**src/rtl/exponent_bias_restorer.sv**
```systemverilog
// Exponent bias restorer: re-applies the single-precision exponent bias to an
// unbiased result exponent, range-checks it and packs a 32-bit IEEE-754 word.
// Two-stage valid/ready pipeline: s1 computes the biased exponent, s2 classifies
// the beat and holds the packed result until downstream accepts it.
module exponent_bias_restorer #(
  parameter int BIAS  = 127,
  parameter int EXP_W = 10
) (
  input  logic             clk,
  input  logic             reset,
  input  logic             in_valid,
  output logic             in_ready,
  input  logic             add_bias,
  input  logic             in_sign,
  input  logic [EXP_W-1:0] in_exponent,
  input  logic [23:0]      in_mantissa,
  input  logic             in_nan,
  input  logic             in_inf,
  input  logic             in_zero,
  output logic             out_valid,
  input  logic             out_ready,
  output logic [31:0]      out_result,
  output logic             out_overflow,
  output logic             out_underflow
);

  // One extra bit over the input exponent so adding the bias can never wrap.
  localparam int BW = EXP_W + 1;
  localparam logic signed [BW-1:0] BIAS_V  = BW'(BIAS);
  localparam logic signed [BW-1:0] EXP_MAX = BW'(255);
  localparam logic signed [BW-1:0] EXP_MIN = '0;

  logic                 s1_valid;
  logic                 s1_sign;
  logic                 s1_nan;
  logic                 s1_inf;
  logic                 s1_zero;
  logic [23:0]          s1_mant;
  logic signed [BW-1:0] s1_biased;

  logic                 s2_valid;
  logic [31:0]          result_reg;
  logic                 overflow_reg;
  logic                 underflow_reg;

  logic                 s1_load;
  logic                 s2_load;
  logic signed [BW-1:0] in_ext;
  logic signed [BW-1:0] bias_term;
  logic signed [BW-1:0] biased_next;
  logic [31:0]          result_next;
  logic                 overflow_next;
  logic                 underflow_next;

  // s1 may accept whenever it is empty, or its beat will move on this cycle.
  assign in_ready = !s1_valid || !s2_valid || out_ready;
  assign s1_load  = in_valid && in_ready;
  assign s2_load  = s1_valid && (!s2_valid || out_ready);

  assign in_ext      = {in_exponent[EXP_W-1], in_exponent};
  assign bias_term   = add_bias ? BIAS_V : '0;
  assign biased_next = in_ext + bias_term;

  assign out_valid     = s2_valid;
  assign out_result    = result_reg;
  assign out_overflow  = overflow_reg;
  assign out_underflow = underflow_reg;

  // Stage 1: capture the beat with its exponent already biased.
  always_ff @(posedge clk or posedge reset) begin
    if (reset) begin
      s1_valid  <= 1'b0;
      s1_sign   <= 1'b0;
      s1_nan    <= 1'b0;
      s1_inf    <= 1'b0;
      s1_zero   <= 1'b0;
      s1_mant   <= '0;
      s1_biased <= '0;
    end else begin
      if (s1_load) begin
        s1_valid  <= 1'b1;
        s1_sign   <= in_sign;
        s1_nan    <= in_nan;
        s1_inf    <= in_inf;
        s1_zero   <= in_zero;
        s1_mant   <= in_mantissa;
        s1_biased <= biased_next;
      end else if (s2_load) begin
        s1_valid <= 1'b0;
      end
    end
  end

  // Classification of the s1 beat; special operands take priority over range checks.
  always_comb begin
    result_next    = {s1_sign, s1_biased[7:0], s1_mant[22:0]};
    overflow_next  = 1'b0;
    underflow_next = 1'b0;
    if (s1_nan) begin
      result_next = 32'h7FC0_0000;
    end else if (s1_inf) begin
      result_next = {s1_sign, 8'hFF, 23'h0};
    end else if (s1_zero || !s1_mant[23]) begin
      result_next = {s1_sign, 31'h0};
    end else if (s1_biased >= EXP_MAX) begin
      result_next   = {s1_sign, 8'hFF, 23'h0};
      overflow_next = 1'b1;
    end else if (s1_biased <= EXP_MIN) begin
      result_next    = {s1_sign, 31'h0};
      underflow_next = 1'b1;
    end
  end

  // Stage 2: hold the packed result until it is taken; refill in the same cycle.
  always_ff @(posedge clk or posedge reset) begin
    if (reset) begin
      s2_valid      <= 1'b0;
      result_reg    <= '0;
      overflow_reg  <= 1'b0;
      underflow_reg <= 1'b0;
    end else begin
      if (s2_load) begin
        s2_valid      <= 1'b1;
        result_reg    <= result_next;
        overflow_reg  <= overflow_next;
        underflow_reg <= underflow_next;
      end else if (out_ready) begin
        s2_valid <= 1'b0;
      end
    end
  end

endmodule

```
**config.mk**
```make
export PLATFORM = sky130hd
export DESIGN_NAME = exponent_bias_restorer
export DESIGN_NICKNAME = d
export VERILOG_FILES = /design/src/rtl/exponent_bias_restorer.sv
export SDC_FILE = /design/constraint.sdc
export NUM_CORES = 1
export LEC_CHECK = 0
export BUFFER_PORTS_ARGS = -buffer_cell sky130_fd_sc_hd__buf_2
export CELL_PAD_IN_SITES_DETAIL_PLACEMENT = 1
export CELL_PAD_IN_SITES_GLOBAL_PLACEMENT = 2
export CORE_UTILIZATION = 35
export DETAILED_ROUTE_END_ITERATION = 7
export GPL_TIMING_DRIVEN = 1
export MAX_ROUTING_LAYER = met4
export PLACE_DENSITY_LB_ADDON = 0.1
export SLEW_MARGIN = 20
export SYNTH_ARGS = -nofsm -noshare
export SYNTH_HDL_FRONTEND = slang
export SYNTH_SLANG_ARGS = --single-unit
```
**constraint.sdc**
```tcl
create_clock -name clk -period 4.5 [get_ports clk]
set_input_delay 0.225 -clock clk [delete_from_list [all_inputs] [get_ports clk]]
set_output_delay 0.225 -clock clk [all_outputs]
set_load 0.05 [all_outputs]
```
# Yosys cells after proc, flatten, opt, wreduce, memory -nomap -nowiden
# Index checks and enable logic that the tools add are counted.
# totals
ff_bits	75
input_bits	43
out_inout_bits	36
word_cells	44
# op_classes
n_addsub	1
n_lt_le_gt_ge	2
n_mux	19
reduce_logical	11
# ops
op	count
31-bit 2-to-1 mux	4
32-bit 2-to-1 mux	1
1-bit 2-to-1 mux	13
10-bit by 8-bit adder with 11-bit output	1
11-bit by 9-bit greater-or-equal comparator with 1-bit output, second input constant	1
11-bit by 1-bit <= comparator with 1-bit output, second input constant	1
7-bit 2-to-1 mux	1
1-bit logical OR	4
2-bit nonzero test	2
1-bit zero test	3
1-bit logical AND	2

# Logic depth before layout (Yosys ltp)
# Gate-level depths: netlist of run 1.
# logic_depth
word_depth	6
mapped_depth	6
ltp_nobuf	6

# Worst setup path before layout of run 1
# No wires, ideal clock.
# synth_timing
path_kind	flip-flop to flip-flop
start	register s2_valid (netlist: out_valid)
end	register s1_biased[5]
setup_ns	0.132
t_arrival_ns	2.069
required_ns	4.368
setup_slack_ns	2.298
stages_incl_launch_ff	7
n_path_buf	2
synth_period_minus_slack_ns	2.202
path_cell_list	dfrtp_1 nand3b_1 and2_1 clkbuf_1 buf_2 a31oi_1 o211ai_1
# synth_via
elab_chain_len	4
# synth_lines
element	line_no	rtl
start: declaration	41	logic s2_valid;
start signal: assignment	117	s2_valid <= 1'b0;
start signal: assignment	123	s2_valid <= 1'b1;
start signal: assignment	128	s2_valid <= 1'b0;
1-bit zero test	56	assign in_ready = !s1_valid || !s2_valid || out_ready;
1-bit logical OR (2 in a row)	56	
named net in_ready	12	output logic in_ready,
1-bit logical AND	57	assign s1_load = in_valid && in_ready;
end signal: assignment	87	s1_biased <= biased_next;
end: declaration	39	logic signed [BW-1:0] s1_biased;
# The timed path passes the listed nets, and every way through them passes these cells.
# A chain may end at the register's enable or synchronous reset.

# Final worst setup path of run 1
# layout_timing
start	register s2_valid (netlist: out_valid)
end	register result_reg[26] (netlist: out_result[26])
# layout_via
elab_chain_len	3
# layout_lines
element	line_no	rtl
1-bit zero test	58	assign s2_load = s1_valid && (!s2_valid || out_ready);
1-bit logical OR	58	
1-bit logical AND	58	
end signal: assignment	124	result_reg <= result_next;
end: declaration	42	logic [31:0] result_reg;
# No other way between the ends.

==> run metrics, run 1 <==
Die Area 9900 µm²; crit end category flop; sequential share of the synthesized area 56.4%; VDD IR max 0.153 mV; placed inst area 3820 µm²; Fin. Hold Viols 0; Power, Total 1720 µW; Syn Area/Cell 10.1 µm²; die height 99.5 µm; Worst EP arrival 2570 ps; Warnings, synthesis 0; Pre-antenna DRT Iters 4; IO Pins 79; Buffers on Ports 78; Initial Utilization 36.0%; clk root buf clkbuf_8; H-tree depth 3; length in cells of the worst reg-to-reg path 4; FF-to-FF Start out_valid; part of the power in registers 47.4%; Net Sw Frac 32.4%; Clock transition at path regs 80 ps; DR iter-0 viols 51; critical path class reg -> reg; vias per cell 4.95; combinational fraction of design power 19.4%; Pint 1160 µW; number of global-route vias before repair 2714; status finished clean; max cap viols 0; sw power 556 µW; largest family of logic cells by synthesized area simple AND/OR/NAND/NOR gates; unrepaired setup endpoints after global routing no; worst hold path class in -> async; Total GRT Usage 18.7%; most common cell after layout, fill and taps aside nand2_1; clock power share 33.2%; post_cts resized 0; final setup fails 0; layout cells sized above 1 25.5%; CTS tree yes; worst-case clock buffer depth 2; min Tclk post-route 2380 ps; Synth Area in XOR/XNOR 0.790%; largest net degree at the start of global routing 51; gr ovfl total 0; setup bufs post-CTS 0; worst-skew pair later-pin latency 360 ps; Slew headroom 29.9%; top cell type's share of synthesized area 56.4%; # clock sinks 75; HPWL Detailed 5.69 mm; vias 2660; mux contribution to synthesized area 0%; antenna violations before repair 0; Worst Skew 12.6 ps; P&R area growth vs syn 21.2%; TritonCTS Buffers 9; Top FF cell, synth dfrtp_1; FF-to-FF setup slack 2120 ps; ys async rst share 100%; first-pass GRT wire length 13.7 mm; Ant. Diodes 0; core area 9240 µm²; post-synthesis register bit count 75; Max Fclk 421 MHz; Worst Tran Pin Value 1050 ps; CP max FO 28; static leakage 0.00203 µW; Layout Cell Area excl Fill 4030 µm²; Syn Std Cell Area 3330 µm²; Distinct cells, synth 43; cts hold-fix bufs 0; syn nets 380; DRC viols 0; Routed wire per std cell 15.2 µm; Die W 99.5 µm; Setup TNS Final 0 ps; compound-gate portion of the synthesized area 17.0%; Syn Inst Count 329; PD cells 427 nW/µm²; Final Max Tran Viols 0; most frequent cells in the layout nand2_1, buf_2, dfrtp_1, a22o_1, nor2_1; Post-Synth Adder-Cell Area 3.23%; RePlAce Congestion 0.791; crit path launch type flop; Core Util, Final 43.6%; cell taking the most area after synthesis dfrtp_1; Post-synth EDFFs 0; share of the clock period used by the worst path 52.8%; Worst R2R End out_result[26]; top cells by area, synth dfrtp_1, nand2_1, a22o_1; Req. time, crit path 4690 ps; row count 35; routed wire length 8.17 mm; Post-Synth Simple-Gate Area 19.5%; DRT antenna net count 0; Final Net Count 455
==> sequential cells by signal (all words and copies together), names as in the netlist <==
signal	flops
s1_nan	1
s1_valid	1
out_underflow	1
out_result	32
s1_mant	24
s1_inf	1
s1_biased	11
out_valid	1
s1_sign	1
out_overflow	1
s1_zero	1
==> Yosys cell counts, types with 2 or more instances <==
master      n
a21oi_1    11
nor2b_1     3
buf_2       5
nand3b_1    3
a211oi_1    2
xor2_1      2
o31ai_1     3
clkbuf_1    9
nand2_1   108
o21a_1      2
nor2_1     14
o21bai_1    2
or4_1       3
a21boi_0    3
a2111o_1    2
nand2b_1    3
and2_1      2
nand4_1     3
o211ai_1    3
ha_1        7
nor3_1      3
a31oi_1     5
o21ai_0     6
dfrtp_1    75
o311ai_0    8
buf_6       2
a22o_1     22
inv_1       3
==> how the worst max path moves through the flow <==
| stage | startpoint | end | slack, ps | depth (start not counted) |
|---|---|---|---|---|
| 2_1_floorplan | out_valid | s1_biased[5] | 2300 | 6 |
| 3_3_place_gp | out_valid | out_result[26] | 2190 | 4 |
| 3_5_place_dp | out_valid | out_result[26] | 2110 | 4 |
| 4_1_cts | out_valid | out_result[26] | 2100 | 4 |
| 5_1_grt | out_valid | out_result[30] | 1880 | 4 |
| 6_report | out_valid | out_result[26] | 2120 | 4 |
==> metal layers <==
metal  vias up  share of wire, %  GRT usage, %
met5         -                 0             -
met4         0               1.7          7.47
met3        13               3.4          3.87
met2        54                46          28.6
met1      1296                49          24.2
li1       1297                 -             -
==> power groups by stage <==
stage | Combinational [µW] | Clock (µW) | Sequential, µW
after floorplan | 169 | 0 | 892
after global placement | 334 | 0 | 826
after detailed placement | 339 | 0 | 830
after CTS | 341 | 589 | 816
after global routing | 373 | 613 | 827
final | 334 | 571 | 815
==> worst max-delay path: stages, from the launching register on <==
cell,delay (ps)
dfrtp_1,390
nand2b_1,130
nand2_1,620
nor3_1,920
a21oi_1,150
==> layout make-up <==
class                   instances  area [µm²]
clock buffers                   9         124
clock inverters                 6        90.1
fillers                      1102        5210
inverters                       4        16.3
multi-input cells             233        1350
flip-flops and latches         75        1880
well taps                     129         161
repair buffers                 81         413
==> metrics by stage <==
stage / cells / hold WS [ps] / worst slack, ps
floorplan: 329 / 330 / 2300
CTS: 537 / 30.0 / 2100
global placement: 522 / 416 / 2190
global route: 537 / 49.4 / 1880
detailed placement: 522 / 419 / 2110
finish: 537 / 10.2 / 2120
==> logic make-up after synthesis <==
kind of cell | after synthesis
XOR/XNOR | 3
flip-flops | 75
adder cells (fa/ha/maj) | 8
buffers and inverters | 21
AND/OR/NAND/NOR | 147
AO/OA/AOI/OAI | 75
Power figures use the tool's default switching activity.
==> run 2: changes to the inputs <==
--- a/config.mk
+++ b/config.mk
@@ -8,7 +8,7 @@
 export BUFFER_PORTS_ARGS = -buffer_cell sky130_fd_sc_hd__buf_2
 export CELL_PAD_IN_SITES_DETAIL_PLACEMENT = 1
 export CELL_PAD_IN_SITES_GLOBAL_PLACEMENT = 2
-export CORE_UTILIZATION = 35
+export CORE_UTILIZATION = 30
 export DETAILED_ROUTE_END_ITERATION = 7
 export GPL_TIMING_DRIVEN = 1
 export MAX_ROUTING_LAYER = met4
==> constraint.sdc (replaced) <==
create_clock -name clk -period 2.1 [get_ports clk]
set_input_delay 0.105 -clock clk [delete_from_list [all_inputs] [get_ports clk]]
set_output_delay 0.105 -clock clk [all_outputs]
set_load 0.05 [all_outputs]
==> run 2 against run 1 <==
Setup slack worse by 1800 ps. Wire length is 6.3% higher. Clock power is 71% higher. Non-clock buffer count rose by 34. Total power increased by 100%. Final cell count is 8.6% higher. Critical path type unchanged. Critical endpoint is now out_result[1]. Highest routed layer unchanged.
==> run metrics, run 2 (synthesis gave the netlist of run 1 again) <==
Clock transition at path regs 80 ps; VDD IR max 0.230 mV; cts hold-fix bufs 30; P&R area growth vs syn 31.0%; Max Fclk 563 MHz; unrepaired setup endpoints after global routing no; static leakage 0.00215 µW; Slew headroom 59.1%; FF-to-FF Start s1_biased[8]; Pint 2310 µW; share of the clock period used by the worst path 84.6%; Ant. Diodes 0; Buffers on Ports 78; routed wire length 8.68 mm; Die W 107 µm; vias 2772; row count 38; crit path launch type flop; layout cells sized above 1 24.6%; # clock sinks 75; length in cells of the worst reg-to-reg path 4; Req. time, crit path 2330 ps; sw power 1200 µW; Worst path slowest cell dfrtp_1; Fin. Hold Viols 0; Worst EP arrival 2010 ps; Total GRT Usage 16.7%; IO Pins 79; Worst Tran Pin Value 613 ps; Worst Skew 10.1 ps; vias per cell 4.75; CP max FO 22; cells along the critical path nor3_2 > nand3_2 > and4bb_4 > a22o_1; critical path class reg -> reg; core area 10800 µm²; clock power share 27.9%; max incr delay on CP 510 ps; post_cts resized 0; Routed wire per std cell 14.9 µm; fillers 1279; worst-skew pair later-pin latency 350 ps; Final Max Tran Viols 0; final setup fails 0; worst hold path class in -> reg; RePlAce Congestion 0.736; most frequent cells in the layout nand2_1, buf_2, dfrtp_1, dlygate4sd3_1, a22o_1; number of global-route vias before repair 2907; DRT antenna net count 0; hold path startpoint in_exponent[9]; DR iter-0 viols 52; largest net degree at the start of global routing 44; flip-flop and latch area 1880 µm²; Die Area 11500 µm²; most common cell after layout, fill and taps aside nand2_1; Layout Cells excl Fill 583; Worst R2R End out_result[1]; combinational fraction of design power 22.3%; antenna violations before repair 0; CTS tree yes; Hold WS 59.9 ps; setup bufs post-CTS 0; part of the power in registers 49.8%; HPWL Detailed 5.88 mm; max reg flops 32; Pre-antenna DRT Iters 5; status finished clean; DRC viols 0; FF-to-FF setup slack 320 ps; placed insts 537; area of the multi-input gates 1350 µm²; PD cells 804 nW/µm²; worst-case clock buffer depth 2; H-tree depth 3; Hold EP s1_biased[10]; clk root buf clkbuf_8; min Tclk post-route 1780 ps; Initial Utilization 30.7%; TritonCTS Buffers 9; die height 107 µm; Power, Total 3500 µW; gr ovfl total 0; Final Net Count 489; Net Sw Frac 34.2%; Hold Crit Depth 3; first-pass GRT wire length 14.4 mm; max cap viols 0; crit end category flop
==> run 2: cell types whose count changed in the layout (fill, tap and decap cells not counted) <==
cell,delta
buf_12,+2
dfrtp_2,+1
buf_4,+2
clkbuf_1,+1
dlygate4sd3_1,+30
bufinv_16,-2
dfrtp_1,-1
clkinv_4,-1
clkinv_2,+1
clkinvlp_4,+2
==> run 2: metal layers <==
metal  vias to the layer above  GRT usage (%)  part of all wire (%)
met5                         -              -                     0
met4                         0           7.05                   1.3
met3                         8           2.30                   2.8
met2                        45           26.5                    48
met1                      1355           21.5                    47
li1                       1364              -                     -
==> run 2: worst max-delay path, delay by kind of cell, from the launching register on <==
family           cells  cell delay [ps]
flip-flops           1              510
AO/OA/AOI/OAI        1              210
AND/OR/NAND/NOR      3              930
==> run 2: how the worst max path moves through the flow <==
| stage | slack [ps] | startpoint | to |
|---|---|---|---|
| after floorplan | -80 | reset | out_valid |
| after global placement | 210 | add_bias | s1_biased[6] |
| after detailed placement | 150 | add_bias | s1_biased[6] |
| after CTS | 340 | s1_biased[8] | out_result[18] |
| after global routing | 260 | s1_biased[8] | out_result[1] |
| final | 320 | s1_biased[8] | out_result[1] |
==> run 2: power groups by stage <==
stage | Clock [µW] | Combinational [µW] | Sequential, µW
global route | 1080 | 866 | 1770
floorplan | 0 | 361 | 1910
global placement | 0 | 737 | 1770
detailed placement | 0 | 748 | 1780
CTS | 1030 | 795 | 1750
finish | 979 | 780 | 1750
==> run 2: layout make-up <==
class / count / area share, %
clock inverters: 6 / 0.948
clock buffers: 10 / 2.93
repair buffers: 115 / 17.6
multi-input cells: 233 / 31.0
well taps: 140 / 4.02
inverters: 4 / 0.373
flip-flops and latches: 75 / 43.1
==> run 2: metrics by stage <==
stage	TNS (ps)	area, µm²	util [%]	worst slack, ps
floorplan	-83.0	3330	-	-83.0
global placement	0	3890	35.9	205
detailed placement	0	3890	35.9	153
CTS	0	4360	40.2	338
global route	0	4360	40.2	261
finish	0	4360	40.2	324
==> run 3: changes to the inputs <==
--- a/config.mk
+++ b/config.mk
@@ -5,10 +5,11 @@
 export SDC_FILE = /design/constraint.sdc
 export NUM_CORES = 1
 export LEC_CHECK = 0
+export ABC_AREA = 1
 export BUFFER_PORTS_ARGS = -buffer_cell sky130_fd_sc_hd__buf_2
 export CELL_PAD_IN_SITES_DETAIL_PLACEMENT = 1
 export CELL_PAD_IN_SITES_GLOBAL_PLACEMENT = 2
-export CORE_UTILIZATION = 30
+export CORE_UTILIZATION = 32
 export DETAILED_ROUTE_END_ITERATION = 7
 export GPL_TIMING_DRIVEN = 1
 export MAX_ROUTING_LAYER = met4
==> constraint.sdc (replaced) <==
create_clock -name clk -period 1.8 [get_ports clk]
set_input_delay 0.09 -clock clk [delete_from_list [all_inputs] [get_ports clk]]
set_output_delay 0.09 -clock clk [all_outputs]
set_load 0.05 [all_outputs]
==> run 3 against run 2 <==
Highest routed layer unchanged. Non-clock buffer count increased by 2. Clock power is 36% higher. Global-route usage increased by 0.57 points. Synthesized cell count up 21%. Die area shrank 2.5%. Register-to-register slack worse by 130 ps. Synthesized area is 3.9% higher. Total power increased by 33%. Flip-flop and latch count stayed put. Count of clock-buffer cells in the layout rose by 1.
==> run metrics, run 3 <==
unrepaired setup endpoints after global routing no; ys async rst share 100%; # clock sinks 75; CP max FO 27; IO Pins 79; Syn Inst Count 398; most frequent cells in the layout nand2_1, buf_2, dfrtp_1, inv_1, o21ai_0; Buffers on Ports 78; min Tclk post-route 1610 ps; max reg flops 32; PD cells 1030 nW/µm²; Routed wire per std cell 13.0 µm; Die Area 11200 µm²; Pre-antenna DRT Iters 4; routed wire length 8.50 mm; Fin. Hold Viols 0; Distinct cells, synth 27; Final Max Tran Viols 0; final setup fails 0; Worst path slowest cell dfrtp_1; post-synthesis register bit count 75; Total GRT Usage 17.3%; Initial Utilization 33.2%; length in cells of the worst reg-to-reg path 6; Top FF cell, synth dfrtp_1; largest net degree at the start of global routing 52; row count 37; max cap viols 0; vias 2949; FF-to-FF setup slack 190 ps; clk root buf clkbuf_8; die height 106 µm; post-place setup slack 163 ps; Hold Crit Depth 4; Syn Area/Cell 8.69 µm²; Layout Cell Area excl Fill 4550 µm²; worst-case clock buffer depth 2; top cells by area, synth dfrtp_1, nand2_1, inv_1; Req. time, crit path 2030 ps; Slew headroom 64.5%; Worst EP arrival 1840 ps; worst-skew pair later-pin latency 350 ps; static leakage 0.00233 µW; vias per cell 4.51; VDD IR max 0.401 mV; H-tree depth 3; Syn Std Cell Area 3460 µm²; final worst slack 193 ps; cts hold-fix bufs 30; Post-synth EDFFs 0; HPWL Detailed 5.93 mm; sequential share of the synthesized area 54.3%; Ant. Diodes 0; syn nets 449; top cell type's share of synthesized area 54.3%; FF-to-FF Start out_valid; DR iter-0 viols 66; most frequent cell after synthesis nand2_1; Setup TNS Final 0 ps; placed inst area 4050 µm²; critical path class reg -> reg; DRT antenna net count 0; CTS tree yes; Worst R2R End out_result[22]; worst hold path class in -> reg; Warnings, synthesis 0; DRC viols 0; layout cells sized above 1 25.9%; Worst Tran Pin Value 531 ps; TritonCTS Buffers 9; post_cts resized 0; gr ovfl total 0; Hold EP s1_valid; first-pass GRT wire length 14.7 mm; Worst Skew 11.7 ps; Max Fclk 622 MHz; antenna violations before repair 0; P&R area growth vs syn 31.7%; Die W 106 µm; Clock transition at path regs 80 ps; most common cell after layout, fill and taps aside nand2_1; crit path launch type flop; share of the clock period used by the worst path 89.3%; setup bufs post-CTS 0; max incr delay on CP 430 ps; hold path startpoint out_ready; synth cell count leaders nand2_1, dfrtp_1, inv_1; Final Net Count 564; cell taking the most area after synthesis dfrtp_1; number of global-route vias before repair 3013; crit end category flop; core area 10400 µm²; RePlAce Congestion 0.773; status finished clean; cells along the critical path nand2_2 > nand2_4 > buf_4 > clkinv_1 > nor2_1 > a21oi_1
==> run 3: per-layer routing <==
layer	vias to the layer above	global-route usage [%]	share of wire (%)
li1	1478	-	-
met4	0	4.76	1.1
met5	-	-	0
met1	1410	23.5	50
met2	54	25.8	45
met3	7	4.05	3.8
==> run 3: area by class of cell <==
cell class,count,area [µm²]
Timing Repair Buffer,117,796
Tap cell,136,170
Clock buffer,11,141
Multi-Input combinational cell,258,1310
Clock inverter,5,61.3
Fill cell,1282,5860
Inverter,52,199
Sequential cell,75,1880
==> run 3: worst max-delay path by stage <==
stage	from	end	slack, ps	depth (start not counted)
floorplan	out_valid	s1_mant[1]	120	7
detailed placement	out_valid	out_result[22]	160	6
CTS	out_valid	out_result[22]	130	6
global route	out_valid	out_result[28]	20	6
finish	out_valid	out_result[22]	190	6
global placement	out_valid	out_result[22]	200	6
==> run 3: logic make-up after synthesis <==
family	synth area share [%]
AO/OA/AOI/OAI	13.0
XOR/XNOR	0.253
flip-flops	54.3
AND/OR/NAND/NOR	21.1
adder cells (fa/ha/maj)	3.11
buffers and inverters	8.22
==> run 3: per-stage QoR <==
stage / cells / hold WS (ps) / util, % / total power [µW]
floorplan: 398 / 200 / - / 2980
global placement: 608 / 13.6 / 38.9 / 3330
detailed placement: 608 / 16.5 / 38.9 / 3360
CTS: 654 / 15.2 / 43.7 / 4760
global route: 654 / 23.1 / 43.7 / 4990
finish: 654 / 33.3 / 43.7 / 4670
==> run 3: worst max-delay path: cells and delay by family, from the launching register on <==
kind | cells | cell delay (ps)
AO/OA/AOI/OAI | 1 | 60
buffers and inverters | 2 | 630
flip-flops | 1 | 430
AND/OR/NAND/NOR | 3 | 360
==> run 3: report_power, final <==
group	internal (µW)	switching [µW]	total, µW
clock network	684	641	1330
registers	1920	134	2060
logic	387	904	1290
